==> config.mk <==
export PLATFORM = sky130hd
export DESIGN_NAME = gates_mux_bist_ctrl
export DESIGN_NICKNAME = d
export VERILOG_FILES = /design/src/rtl/gates_mux_bist_ctrl.sv
export SDC_FILE = /design/constraint.sdc
export NUM_CORES = 1
export LEC_CHECK = 0
export ABC_CLOCK_PERIOD_IN_PS = 1590
export CORE_UTILIZATION = 46
export DETAILED_ROUTE_END_ITERATION = 7
export PLACE_DENSITY = 0.73
export RECOVER_POWER = 100
export SYNTH_ARGS = -nofsm -noshare
export SYNTH_HDL_FRONTEND = slang
export SYNTH_SLANG_ARGS = --single-unit
==> constraint.sdc <==
create_clock -name clk -period 1.59 [get_ports clk]
set_clock_uncertainty 0.05 [all_clocks]
set_input_delay 0.159 -clock clk [delete_from_list [all_inputs] [get_ports clk]]
set_output_delay 0.159 -clock clk [all_outputs]
set_load 0.01 [all_outputs]
==> src/rtl/gates_mux_bist_ctrl.sv <==
// Self-test sequencer for the NAND/NOR gate unit: passes functional a/b through when idle,
// otherwise sweeps all four input vectors and records pass/fail, error count and first failure.
module gates_mux_bist_ctrl #(
    parameter int SETTLE_CYCLES = 1
) (
    input  logic       clk,
    input  logic       rst_n,
    input  logic       start,
    input  logic       ext_a,
    input  logic       ext_b,
    input  logic       nand_in,
    input  logic       nor_in,
    output logic       a,
    output logic       b,
    output logic       busy,
    output logic       done,
    output logic       pass,
    output logic [2:0] err_cnt,
    output logic [1:0] fail_vec
);

    typedef enum logic [1:0] {
        IDLE   = 2'd0,
        SETTLE = 2'd1,
        CHECK  = 2'd2,
        DONE   = 2'd3
    } state_t;

    localparam logic [3:0] SETTLE_LAST = 4'(SETTLE_CYCLES - 1);

    state_t      state_q, state_d;
    logic [1:0]  vec_q, vec_d;
    logic [3:0]  cnt_q, cnt_d;
    logic        pass_q, pass_d;
    logic [2:0]  err_cnt_q, err_cnt_d;
    logic [1:0]  fail_vec_q, fail_vec_d;
    logic        mismatch;

    always_ff @(posedge clk or negedge rst_n) begin
        if (!rst_n) begin
            state_q    <= IDLE;
            vec_q      <= 2'd0;
            cnt_q      <= 4'd0;
            pass_q     <= 1'b0;
            err_cnt_q  <= 3'd0;
            fail_vec_q <= 2'd0;
        end else begin
            state_q    <= state_d;
            vec_q      <= vec_d;
            cnt_q      <= cnt_d;
            pass_q     <= pass_d;
            err_cnt_q  <= err_cnt_d;
            fail_vec_q <= fail_vec_d;
        end
    end

    // Expected responses are derived from the vector being driven, not from a/b pins.
    assign mismatch = (nand_in != ~(vec_q[1] & vec_q[0])) ||
                      (nor_in  != ~(vec_q[1] | vec_q[0]));

    always_comb begin
        state_d    = state_q;
        vec_d      = vec_q;
        cnt_d      = cnt_q;
        pass_d     = pass_q;
        err_cnt_d  = err_cnt_q;
        fail_vec_d = fail_vec_q;
        case (state_q)
            IDLE: begin
                if (start) begin
                    vec_d      = 2'd0;
                    cnt_d      = 4'd0;
                    err_cnt_d  = 3'd0;
                    pass_d     = 1'b0;
                    fail_vec_d = 2'd0;
                    state_d    = SETTLE;
                end
            end
            SETTLE: begin
                if (cnt_q == SETTLE_LAST) begin
                    state_d = CHECK;
                end else begin
                    cnt_d = cnt_q + 4'd1;
                end
            end
            CHECK: begin
                if (mismatch) begin
                    err_cnt_d = err_cnt_q + 3'd1;
                    if (err_cnt_q == 3'd0) begin
                        fail_vec_d = vec_q;
                    end
                end
                if (vec_q == 2'd3) begin
                    state_d = DONE;
                    pass_d  = (err_cnt_d == 3'd0);
                end else begin
                    vec_d   = vec_q + 2'd1;
                    cnt_d   = 4'd0;
                    state_d = SETTLE;
                end
            end
            DONE: begin
                state_d = IDLE;
            end
            default: begin
                state_d = IDLE;
            end
        endcase
    end

    assign busy     = (state_q == SETTLE) || (state_q == CHECK);
    assign done     = (state_q == DONE);
    assign a        = busy ? vec_q[1] : ext_a;
    assign b        = busy ? vec_q[0] : ext_b;
    assign pass     = pass_q;
    assign err_cnt  = err_cnt_q;
    assign fail_vec = fail_vec_q;

endmodule

; ---- Word-level counts from Yosys, hierarchy flattened
; Index checks and enable logic that the tools add are counted.
[totals]
input_bits = 7
register_bits = 14
output_inout_bits = 10
word_cells = 63
[op_classes]
bitwise = 4
mux = 23
n_eq_ne = 13
addsub = 3
n_reduce_logical = 14
[op_table]
columns = cell, n
row1 = 2-bit two-way mux, 7
row2 = "2-bit inequality test, second input constant", 7
row3 = 4-bit two-way mux, 3
row4 = 4-bit case mux with 3 select lines, 1
row5 = 3-bit two-way mux, 3
row6 = 2-bit case mux with 2 select lines, 2
row7 = 2-bit case mux with 4 select lines, 1
row8 = 4-bit AND reduction, 2
row9 = "2-bit equality test, second input constant", 3
row10 = 3-bit logical NOT, 2
row11 = 3-bit case mux with 2 select lines, 1
row12 = 3-bit AND reduction, 2
row13 = "4-bit by 1-bit adder with 4-bit output, second input constant", 1
row14 = 4-bit logical NOT, 1
row15 = 1-bit two-way mux, 4
row16 = 2-bit AND reduction, 2
row17 = "3-bit by 1-bit adder with 3-bit output, second input constant", 1
row18 = 3-bit nonzero test, 1
row19 = "2-bit by 1-bit adder with 2-bit output, second input constant", 1
row20 = "2-bit by 1-bit equality test with 1-bit output, second input constant", 1
row21 = 2-bit logical NOT, 1
row22 = 1-bit logical OR, 2
row23 = 1-bit inequality test, 2
row24 = 1-bit NOT, 2
row25 = 4 further kinds, 4

; ---- Logic depth before layout (Yosys ltp)
[logic_depth]
ltp_word = 9
depth_mapped = 6
mapped_depth_nobuf = 6

; ---- Worst setup path after synthesis
; No wires, ideal clock.
[synth_path]
kind = register to register
start = register state_q[0]
end = register cnt_q[3]
period_less_slack_ns = 1.604
n_path_buf = 0
required_ns = 1.419
setup_ns = 0.121
slack_ns = -0.014
arrival_time_ns = 1.433
stages_incl_launch_ff = 7
path_cell_list = dfrtp_1 > inv_1 > ha_1 > nor2b_1 > nor3b_2 > nand2_1 > a22o_1
[synth_via]
elab_chain_len = 3
elab_cells_between_ends = 9
cone_classes = 5 x eq/ne / 1 x mux / 3 x reduce/logical
[synth_lines]
columns = element, line
row1 = "start, declared", 31  ; state_t state_q, state_d;
row2 = "start signal, assigned", 48  ; state_q <= state_d;
row3 = 2-bit by 1-bit equality test with 1-bit output (tied with other cells), 68  ; case (state_q)
row4 = 2-bit inequality test (no source line) / 3-bit nonzero test (equally long branches), -
row5 = 4-bit AND reduction (no source line), -
row6 = "end signal, assigned", 50  ; cnt_q <= cnt_d;
row7 = "end, declared", 33  ; logic [3:0] cnt_q, cnt_d;
; Parallel ways exist; a longest one is shown, timed or not.
; A chain may end at the register's enable or synchronous reset.

; ---- Final worst setup path
[layout_path]
start = register state_q[0]
end = output a
[layout_via]
elab_chain_len = 3
elab_cells_between_ends = 4
cone_classes = 2 x eq/ne / 1 x mux / 1 x reduce/logical
[layout_lines]
columns = element, line
row1 = 2-bit by 1-bit equality test with 1-bit output / 2-bit equality test (equally long branches), 111  ; assign busy = (state_q == SETTLE) || (state_q == CHECK);
row2 = 1-bit logical OR (*), 111
row3 = 1-bit two-way mux (*), 113  ; assign a = busy ? vec_q[1] : ext_a;
row4 = "end, declared", 13  ; output logic a,
; Mark *: on every way between the ends. The rest lies on a longest branch, timed or not.

==> impl_metrics.json <==
{
  "status": "finished, violations left",
  "violations": "negative setup slack",
  "post-route-drc-count": 0,
  "yosysTopAreaCell": "dfrtp_1",
  "power_leakage_nw": 0.710,
  "io_pins": 17,
  "worstSetupStartpointType": "flop",
  "grt_max_degree": 15,
  "die_area_mm2": 0.00232,
  "cts_tree": "yes",
  "muxShareOfSynthArea": 0.0638,
  "fin_crit_sh": 1.04,
  "cts_sinks": 14,
  "path_class": "flop to output pin",
  "yosys-top-cells-count": "14 x dfrtp_1, 14 x nand2_1, 12 x ha_1",
  "path_buf_inv": 2,
  "hold_path.class": "input port to asynchronous set/reset pin",
  "place_ws_ps": -153,
  "grt_antenna_before_repair": 0,
  "grt_pass1_vias": 828,
  "synth_seq_area_share": 0.357,
  "critical_path.top_delay_family": "flip-flops",
  "yosys.area_share.simple": 0.176,
  "required_ps": 1380,
  "synth_top_family_by_area": "compound AO/OA/AOI/OAI gates",
  "ir_drop_uv": 1340,
  "synth_compound_area_frac": 0.186,
  "clk_path_buf_depth": 2,
  "core_mm2": 0.00198,
  "worst_path_largest_cell_delay_ps": 380,
  "grt_pass1_wl_mm": 3.64,
  "synth_edf_count": 0,
  "post-route-util": 0.787,
  "synth_ff_type": "dfrtp_1",
  "path_cells": "inv_2 > ha_4 > mux2_4 > buf_6",
  "ff2ff_path_depth": 7,
  "synth-seq-cells": 14,
  "syn-mean-instance-area_um2": 9.34,
  "setup_ws_ps": -57.3,
  "drv_cap": 0,
  "post_drt_wl_per_cell_um": 16.6,
  "synthAdderAreaFrac": 0.153,
  "layout.nets": 167,
  "cts.reportedPaths.clkPinSlew_ps": 100,
  "vias": 989,
  "async_reset_ff_frac": 1.00,
  "synthCells": 105,
  "worstMarginPinSlew_ps": 790,
  "fmax_ghz": 0.607,
  "timing.rr.start": "state_q[0]$_DFFE_PN0P_",
  "ys_warn_count": 0,
  "syn-num-nets": 124,
  "rsz0062_at_grt": "true",
  "maxSlewViolCount": 0,
  "drtAntennaViolNets": 0,
  "fin_crit_ps": 1650,
  "first_pass_iters": 4,
  "fillerInstances": 116,
  "ctsHoldBuffers": 0,
  "routed_wl_mm": 2.89,
  "overflow": 0,
  "viasPerCell": 5.68,
  "cts-root-buf": "clkbuf_4",
  "relSlewSlack": 0.473,
  "cts_made_buffers": 3,
  "h-tree-depth": 1,
  "dp_hpwl_mm": 1.59,
  "clock_latency_ps": 290,
  "diodes": 0,
  "r2r_end": "cnt_q[0]$_DFFE_PN0P_",
  "synth_area_um2": 981,
  "synthXorXnorAreaFrac": 0.0179,
  "drtIter0Drc": 17,
  "hold_viol": 0,
  "fp.dieH_um": 48.2,
  "drive_above_1_share": 0.422,
  "grt_usage": 0.232,
  "initial_core_util": 0.495,
  "cp_slowest_cell": "dfrtp_1",
  "r2r_slack_ps": -30,
  "p_per_area_mw_per_mm2": 1890,
  "rows": 16,
  "cp-end-kind": "output pin",
  "cp_max_fo": 3,
  "areaGrowthSynthToFinish_pct": 59.1,
  "yosysUniqueCellTypes": 33,
  "yosysTopAreaCellShare": 0.357,
  "routabilityCongestion": 0.857,
  "port_buffers": 16,
  "finalSetupViolCount": 6,
  "ys_top_cells_by_area": "dfrtp_1 36%, ha_1 15%, nand2_1 5.4%, inv_1 4.2%, mux2i_1 4.1%",
  "arrival_ps": 1440,
  "die_w_um": 48.2
}
cell type report:
type,count,area (um2),share of cell area
Tap cell,27,33.8,0.0217
Sequential cell,14,353,0.226
Clock buffer,4,36.3,0.0233
Timing Repair Buffer,39,332,0.213
Inverter,11,41.3,0.0265
Multi-Input combinational cell,79,764,0.490
per-layer routing:
metal | share of wire | up-vias | GRT usage
li1 | - | 457 | -
met2 | 0.50 | 31 | 0.379
met4 | 0.017 | 0 | 0.111
met5 | 0 | - | 0
met1 | 0.46 | 494 | 0.300
met3 | 0.024 | 7 | 0.0333
worst max-delay path by stage:
| stage | start | endpoint | slack, ps | cells after the start |
|---|---|---|---|---|
| 6_report | state_q[0]$_DFFE_PN0P_ | a | -60 | 4 |
| 3_3_place_gp | state_q[1]$_DFFE_PN0P_ | a | -120 | 4 |
| 4_1_cts | state_q[0]$_DFFE_PN0P_ | a | -50 | 4 |
| 3_5_place_dp | state_q[1]$_DFFE_PN0P_ | a | -150 | 4 |
| 5_1_grt | state_q[0]$_DFFE_PN0P_ | a | -130 | 4 |
| 2_1_floorplan | state_q[0]$_DFFE_PN0P_ | cnt_q[3]$_DFFE_PN0P_ | 7 | 6 |
cells in the final DEF, fill, tap and decap left out, types with 4 or more instances in the layout:
cell | Yosys | final
buf_4 | 0 | 20
nand2_1 | 14 | 12
dfrtp_1 | 14 | 12
clkdlybuf4s50_1 | 0 | 8
inv_2 | 0 | 6
ha_4 | 0 | 6
ha_1 | 12 | 6
inv_1 | 11 | 5
o21ai_0 | 6 | 4
a22o_1 | 4 | 4
mux2i_1 | 4 | 4
dlygate4sd3_1 | 0 | 4
worst reg2reg max path, cell delays in order (launching register included):
cell	delay, ps
dfrtp_1	380
inv_2	60
buf_4	150
ha_4	170
nand2_2	80
nor3b_4	280
o21a_1	240
mux2i_1	100
through the flow:
stage	instances	TNS (ps)	hold WS (ps)	power (mW)	instance area (um2)
detailed placement	164	-450	436	2.14	1300
global route	174	-748	460	3.14	1560
global placement	164	-245	441	2.09	1300
CTS	169	-90.8	124	2.53	1410
floorplan	105	0	-187	1.47	983
finish	174	-163	396	2.95	1560
power by group:
part           total, mW  switching, mW  internal (mW)
clock network      0.273          0.133          0.140
registers          0.569          0.105          0.465
logic               2.11           1.02           1.08
total               2.95           1.26           1.69
state kept, by name (all words and copies together), names as in the netlist:
signal / count
cnt_q: 4
err_cnt: 3
fail_vec: 2
pass: 1
state_q: 2
vec_q: 2
repair_timing:
item	CTS	global route
pin swaps	5	14
resized for setup	27	27
setup endpoints to repair	14	15
setup buffers	2	5
logic make-up after synthesis:
group | Yosys count
xor+xnor | 2
flops | 14
compound gates | 26
fa+ha+maj | 12
simple gates | 33
mux | 6
buf+inv | 12
Note: power is estimated with default switching activity, not from simulation.
